`config.mk`:
```
export PLATFORM = sky130hd
export DESIGN_NAME = elastic_pipe_reg
export DESIGN_NICKNAME = d
export VERILOG_FILES = /design/src/rtl/elastic_pipe_reg_pkg.sv /design/src/rtl/elastic_pipe_reg_slot.sv /design/src/rtl/elastic_pipe_reg.sv
export SDC_FILE = /design/constraint.sdc
export NUM_CORES = 1
export LEC_CHECK = 0
export ABC_AREA = 1
export BUFFER_PORTS_ARGS = -buffer_cell sky130_fd_sc_hd__clkbuf_2
export CORE_AREA = 3 3 224 226
export CTS_CLUSTER_SIZE = 20
export DETAILED_ROUTE_END_ITERATION = 7
export DIE_AREA = 0 0 227 229
export REMOVE_ABC_BUFFERS = 1
export SLEW_MARGIN = 15
export SYNTH_ARGS = -nofsm -noshare
export SYNTH_HDL_FRONTEND = slang
export SYNTH_SLANG_ARGS = --single-unit
```
`constraint.sdc`:
```
create_clock -name clk -period 2.25 [get_ports clk]
set_input_delay 0.1125 -clock clk [delete_from_list [all_inputs] [get_ports clk]]
set_output_delay 0.1125 -clock clk [all_outputs]
set_load 0.05 [all_outputs]
```
`src/rtl/elastic_pipe_reg_pkg.sv`:
```
// elastic_pipe_reg_pkg: shared pipeline state encoding, default widths and control-bundle field offsets
package elastic_pipe_reg_pkg;
  localparam int DEF_DATA_W = 160;
  localparam int DEF_CTRL_W = 12;
  localparam logic [1:0] ST_EMPTY = 2'd0;
  localparam logic [1:0] ST_ONE = 2'd1;
  localparam logic [1:0] ST_FULL = 2'd2;
  localparam int CTRL_REG_WE = 0;
  localparam int CTRL_MEM_WE = 1;
  localparam int CTRL_JUMP = 2;
  localparam int CTRL_BRANCH = 3;
  localparam int CTRL_ALU_LO = 4;
  localparam int CTRL_ALU_W = 5;
  localparam int CTRL_RES_LO = 9;
  localparam int CTRL_RES_W = 3;
endpackage

```
`src/rtl/elastic_pipe_reg_slot.sv`:
```
// pipe_slot: loadable, clearable {ctrl,data} register
module pipe_slot #(
  parameter int W = 8
) (
  input  logic         clk,
  input  logic         rst,
  input  logic         clear,
  input  logic         load,
  input  logic [W-1:0] d,
  output logic [W-1:0] q
);
  always_ff @(posedge clk)
    if (rst || clear) q <= '0;
    else if (load) q <= d;
endmodule

```
`src/rtl/elastic_pipe_reg.sv`:
```
// elastic_pipe_reg: valid/ready pipeline register with optional skid slot and bubble-safe control output
module elastic_pipe_reg
  import elastic_pipe_reg_pkg::*;
#(
  parameter int DATA_W = DEF_DATA_W,
  parameter int CTRL_W = DEF_CTRL_W,
  parameter int SKID = 1
) (
  input  logic              clk,
  input  logic              reset,
  input  logic              flush,
  input  logic              in_valid,
  output logic              in_ready,
  input  logic [DATA_W-1:0] in_data,
  input  logic [CTRL_W-1:0] in_ctrl,
  output logic              out_valid,
  input  logic              out_ready,
  output logic [DATA_W-1:0] out_data,
  output logic [CTRL_W-1:0] out_ctrl,
  output logic [1:0]        occupancy
);
  localparam int W = DATA_W + CTRL_W;
  logic [1:0] state, state_nxt;
  logic in_fire, out_fire, main_load, skid_load;
  logic [W-1:0] main_q, main_d, skid_q;
  assign out_valid = state != ST_EMPTY;
  // with a skid slot, ready comes from registered state only
  assign in_ready = (SKID != 0) ? (state != ST_FULL) : ((state == ST_EMPTY) | out_ready);
  assign in_fire = in_valid & in_ready;
  assign out_fire = out_valid & out_ready;
  always_comb begin
    main_load = (in_fire & ((state == ST_EMPTY) | out_fire)) | ((state == ST_FULL) & out_fire);
    main_d = (state == ST_FULL) ? skid_q : {in_ctrl, in_data};
    skid_load = (SKID != 0) & in_fire & (state == ST_ONE) & ~out_fire;
    state_nxt = (state == ST_EMPTY) ? (in_fire ? ST_ONE : ST_EMPTY) :
                (state == ST_ONE)   ? ((in_fire & ~out_fire) ? ST_FULL :
                                       (~in_fire & out_fire) ? ST_EMPTY : ST_ONE) :
                (state == ST_FULL)  ? (out_fire ? ST_ONE : ST_FULL) : ST_EMPTY;
  end
  always_ff @(posedge clk)
    if (reset || flush) state <= ST_EMPTY;
    else state <= state_nxt;
  pipe_slot #(.W(W)) u_main (
    .clk(clk), .rst(reset), .clear(flush), .load(main_load), .d(main_d), .q(main_q)
  );
  generate
    if (SKID != 0) begin : g_skid
      pipe_slot #(.W(W)) u_skid (
        .clk(clk), .rst(reset), .clear(flush), .load(skid_load), .d({in_ctrl, in_data}), .q(skid_q)
      );
    end else begin : g_noskid
      assign skid_q = '0;
    end
  endgenerate
  assign out_data = main_q[DATA_W-1:0];
  // a bubble must never carry a write enable downstream
  assign out_ctrl = out_valid ? main_q[W-1:DATA_W] : '0;
  assign occupancy = state;
endmodule

```
---- After elaboration in Yosys (flattened, before gate mapping) ----
Index checks and enable logic that the tools add are counted.
word-level totals
  input bits .............................. 177
  register bits after elaboration ......... 346
  word-level logic and storage cells ...... 30
  output and inout port bits .............. 176
operators by class
  muxes and demuxes ....................... 9
  bitwise logic cells ..................... 12
  reduce and logical (&&, ||, !) cells .... 3
  equality and inequality tests ........... 3
operator list
  operator                                                         number
  172-bit two-way mux                                              1
  12-bit two-way mux                                               1
  2-bit two-way mux                                                5
  1-bit AND                                                        8
  2-bit by 1-bit == test with 1-bit output, second input constant  1
  2-bit == test, second input constant                             1
  2-bit logical NOT                                                1
  1-bit two-way mux                                                2
  2-bit inequality test, second input constant                     1
  1-bit NOT                                                        2
  1-bit bitwise OR                                                 2
  2-bit nonzero test                                               1
  1-bit logical OR                                                 1

---- Logic depth before layout (Yosys ltp) ----
  word-level depth ........................ 8
  gate-level depth with buffers ........... 9
  gate-level depth less buffers ........... 7

---- Cells and area by module ----
Synthesis repeated with hierarchy kept, for this count alone.
unflattened totals
  cell total of the unflattened synthesis .. 2781
  area total of the unflattened synthesis .. 16458.3 sq um
modules (own cells, without submodules)
  module            sequential area each (sq um)  times used  cells each  area an instance (sq um)
  pipe_slot         3443.3                        2           1089        6976.7
  elastic_pipe_reg  40.0                          1           603         2504.9

---- Worst setup path after synthesis ----
Ideal clock, no wire load.
  path kind ............................... reg2out
  start ................................... register state[1] (netlist: occupancy[1])
  end ..................................... output out_ctrl[10]
  cell stages (with the launch flop) ...... 6
  arrival ................................. 1.974 ns
  required time ........................... 2.138 ns
  buffers on the path ..................... 1
  setup slack ............................. 0.163 ns
  cell sequence ........................... dfxtp_1 > inv_2 > nand2_2 > inv_1 > clkbuf_1 > nor2_1
on the way
  longest elaborated chain between the ends .. 2
ends and longest elaborated chain
  element                 RTL line                RTL
  start, declared         elastic_pipe_reg.sv:23  logic [1:0] state, state_nxt;
  start signal, assigned  elastic_pipe_reg.sv:42  else state <= state_nxt;
  2-bit nonzero test      elastic_pipe_reg.sv:26  assign out_valid = state != ST_EMPTY;
  net out_valid           elastic_pipe_reg.sv:16  output logic out_valid,
  12-bit two-way mux      elastic_pipe_reg.sv:57  assign out_ctrl = out_valid ? main_q[W-1:DATA_W] : '0;
  end, declared           elastic_pipe_reg.sv:19  output logic [CTRL_W-1:0] out_ctrl,
The timed path passes the listed nets, and every way through them passes these cells.

---- Final worst setup path ----
  start ................................... register state[0] (netlist: occupancy[0])
  end ..................................... output in_ready
on the way
  longest elaborated chain between the ends .. 1
ends and longest elaborated chain
  element                RTL line                RTL
  2-bit inequality test  elastic_pipe_reg.sv:28  assign in_ready = (SKID != 0) ? (state != ST_FULL) : ((state == ST_EMPTY) | out_ready);
  end, declared          elastic_pipe_reg.sv:13  output logic in_ready,
Every way passes these cells.

==> impl_metrics.env <==
export IMPL_status="complete, no violations"
export IMPL_clock_latency_ns=0.55
export IMPL_core_area_um2=48550
export IMPL_period_minus_slack_ns=2.044
export IMPL_met3_length_mm=2.430
export IMPL_ys_ff_latch=346
export IMPL_register_area_um2=6927
export IMPL_p_seq_share_pct=42.6
export IMPL_wl_mm=44.04
export IMPL_slew_violations=0
export IMPL_grtUsageTotal_pct=16.45
export IMPL_fin_worst_skew_ns=0.01605
export IMPL_power_density_nw_per_um2=729.3
export IMPL_yosysWarnings=0
export IMPL_p_sw_share_pct=27.08
export IMPL_yosysTopAreaCell="dfxtp_1"
export IMPL_port_buffers=352
export IMPL_first_iter_violations=836
export IMPL_drt_vias_per_instance=4.300
export IMPL_max_stage_delay_ns=0.40
export IMPL_drc_errors=0
export IMPL_dp_hpwl_mm=26.72
export IMPL_path_cells="inv_2 -> nand2_4 -> buf_6 -> clkbuf_2"
export IMPL_area_growth_pct=25.99
export IMPL_root_buffer="clkbuf_16"
export IMPL_utilization_pct=42.34
export IMPL_holdPathStages=5
export IMPL_clock_sinks=346
export IMPL_rsz0062_at_grt="no"
export IMPL_tightest_slew_ns=0.6875
export IMPL_hp_class="in2reg"
export IMPL_clk_pin_slew_ns=0.06
export IMPL_cp_end_kind="output port"
export IMPL_grt_remaining_overflow=0
export IMPL_p_comb_share_pct=13.7
export IMPL_syn_area_um2=16310
export IMPL_drive_gt1_share_pct=15.85
export IMPL_synth_cells=2585
export IMPL_grt_pass1_wl_mm=70.53
export IMPL_wl_per_cell_um=12.47
export IMPL_nets=3057
export IMPL_crit_path_top_delay_cell="buf_6"
export IMPL_final_hold_viol_count=0
export IMPL_multi_input_area_um2=6819
export IMPL_slew_headroom_pct=54.16
export IMPL_rr_worst_depth=8
export IMPL_grt_antenna_before_repair=1
export IMPL_die_h_um=229
export IMPL_htreeDepth=2
export IMPL_ant_nets=0
export IMPL_p_clk_share_pct=43.6
export IMPL_top_layer="met5"
export IMPL_grt_max_degree=140
export IMPL_setup_viol=0
export IMPL_switching_power_mw=4.059
export IMPL_wl_met1_mm=20.83
export IMPL_synth_top_area_share_pct=42.46
export IMPL_fp_dieW_um=227
export IMPL_grt_pass1_vias=13603
export IMPL_ir_drop_mv=0.4480
export IMPL_rows=81
export IMPL_yosysSeqAreaShare_pct=42.46
export IMPL_vias=15187
export IMPL_fillerInstances=5098
export IMPL_syn_area_per_cell_um2=6.311
export IMPL_ctsLongestPathBuffers=3
export IMPL_dr_pass1_iters=5
export IMPL_power_leakage_nw=9.838
export IMPL_cts_tree="done"
export IMPL_die_area_um2=51980
export IMPL_route_met2_wl_mm=19.78
export IMPL_intPower_mw=10.93
export IMPL_cp_max_fo=55
export IMPL_cts_buffers=41
export IMPL_critPathKind="reg2out"
export IMPL_cp_data_required_time_ns=2.14
export IMPL_yosysUniqueCellTypes=13
export IMPL_max_freq_mhz=489.2
export IMPL_maxCapViolations=0
export IMPL_power_mw=14.99
export IMPL_ioPinCount=353
export IMPL_synthTopCellsByArea="dfxtp_1 (42%), nand2_1 (20%), nor2_1 (16%), buf_4 (8.1%), o21ai_0 (5.3%)"
export IMPL_gp_congestion=0.7595
export IMPL_fin_crit_sh_pct=90.84
export IMPL_start_util_pct=33.60
export IMPL_start_kind="flip-flop"
export IMPL_cp_arrival_ns=1.93
## flip-flops by register name, indices dropped and copies added (netlist names)
signal	flops
g_skid.u_skid.q	172
occupancy	2
u_main.q	172
## layout by cell type, fill, tap and decap left out, types with 2 or more instances in the layout
cell           synthesis  final
o21ai_0              173    173
dlygate4sd3_1          0    174
dfxtp_1              346    346
a21boi_0               2      2
buf_12                 0     18
inv_6                  0      4
inv_2                  3      2
clkinv_2               0      3
nor2_1               705    704
nand2_4                0      3
clkbuf_2               0    352
clkbuf_8               0      8
buf_4                177     19
clkbuf_1              73     11
nand2_1              866    863
inv_1                176    174
clkbuf_16              0     43
clkinvlp_4             0      3
clkinv_4               0      2
## cell families after synthesis
kind of cell    share of synthesized area, %
flops                                  42.46
compound gates                         5.400
buf+inv                                15.92
simple gates                           36.22
## Yosys cell counts (all sizes together)
library cell,number
clkbuf,73
dfxtp,346
buf,239
nor2,705
a21boi,2
o21ai,173
nor3,1
nand2,867
inv,179
## power groups by stage
stage / combinational, mW / clock, mW / sequential, mW
2_1_floorplan: 1.03 / 0 / 6.96
3_3_place_gp: 1.82 / 0 / 6.52
3_5_place_dp: 1.82 / 0 / 6.52
4_1_cts: 2.07 / 6.78 / 6.39
5_1_grt: 2.29 / 7.03 / 6.40
6_report: 2.06 / 6.54 / 6.39
## path summary, 6_finish.rpt
check | from | end | slack [ns]
max | occupancy[0] | in_ready | 0.21
min | reset | u_main.q[142] | 0.06
max reg2reg | occupancy[1] | u_main.q[131] | 0.48
min reg2reg | g_skid.u_skid.q[110] | g_skid.u_skid.q[110] | 0.48
## layout make-up
cell class | count | share of cell area, %
Sequential cell | 346 | 33.70
Multi-Input combinational cell | 1748 | 33.18
Timing Repair Buffer | 564 | 19.55
Clock buffer | 62 | 5.972
Tap cell | 622 | 3.787
Inverter | 179 | 3.336
Clock inverter | 10 | 0.4627
Antenna cell | 1 | 0.01218
## per-layer routing
metal / global-route usage, % / vias up
li1: - / 8107
met1: 21.96 / 6667
met2: 26.95 / 345
met3: 3.512 / 66
met4: 4.393 / 2
met5: 0 / -
## repair_timing
action / 4_1_cts / 5_1_grt
gates resized for setup: 1 / 1
hold buffers: 174 / 0
endpoints found under the hold margin: 346 / 0
buffers inserted: 0 / 1
cloned: 0 / 0
endpoints found under the setup margin: 1 / 3
## worst max-delay path, delay by kind of cell (launching register included)
kind / cells / cell delay, ns
simple gates: 1 / 0.13
buf+inv: 3 / 0.85
flops: 1 / 0.35
## stage by stage
step | hold slack (ns) | cells | setup slack, ns | setup TNS (ns) | area, µm²
after floorplan | 0.2792 | 2273 | -7.812 | -2577.96 | 14390
after global placement | 0.3828 | 3284 | 0.5790 | 0 | 17460
after detailed placement | 0.3871 | 3284 | 0.5482 | 0 | 17460
after CTS | 0.01803 | 3530 | 0.04566 | 0 | 20530
after global routing | 0.05954 | 3531 | 0.1064 | 0 | 20550
final | 0.06100 | 3532 | 0.2060 | 0 | 20550
(Power assumes the default switching activity.)
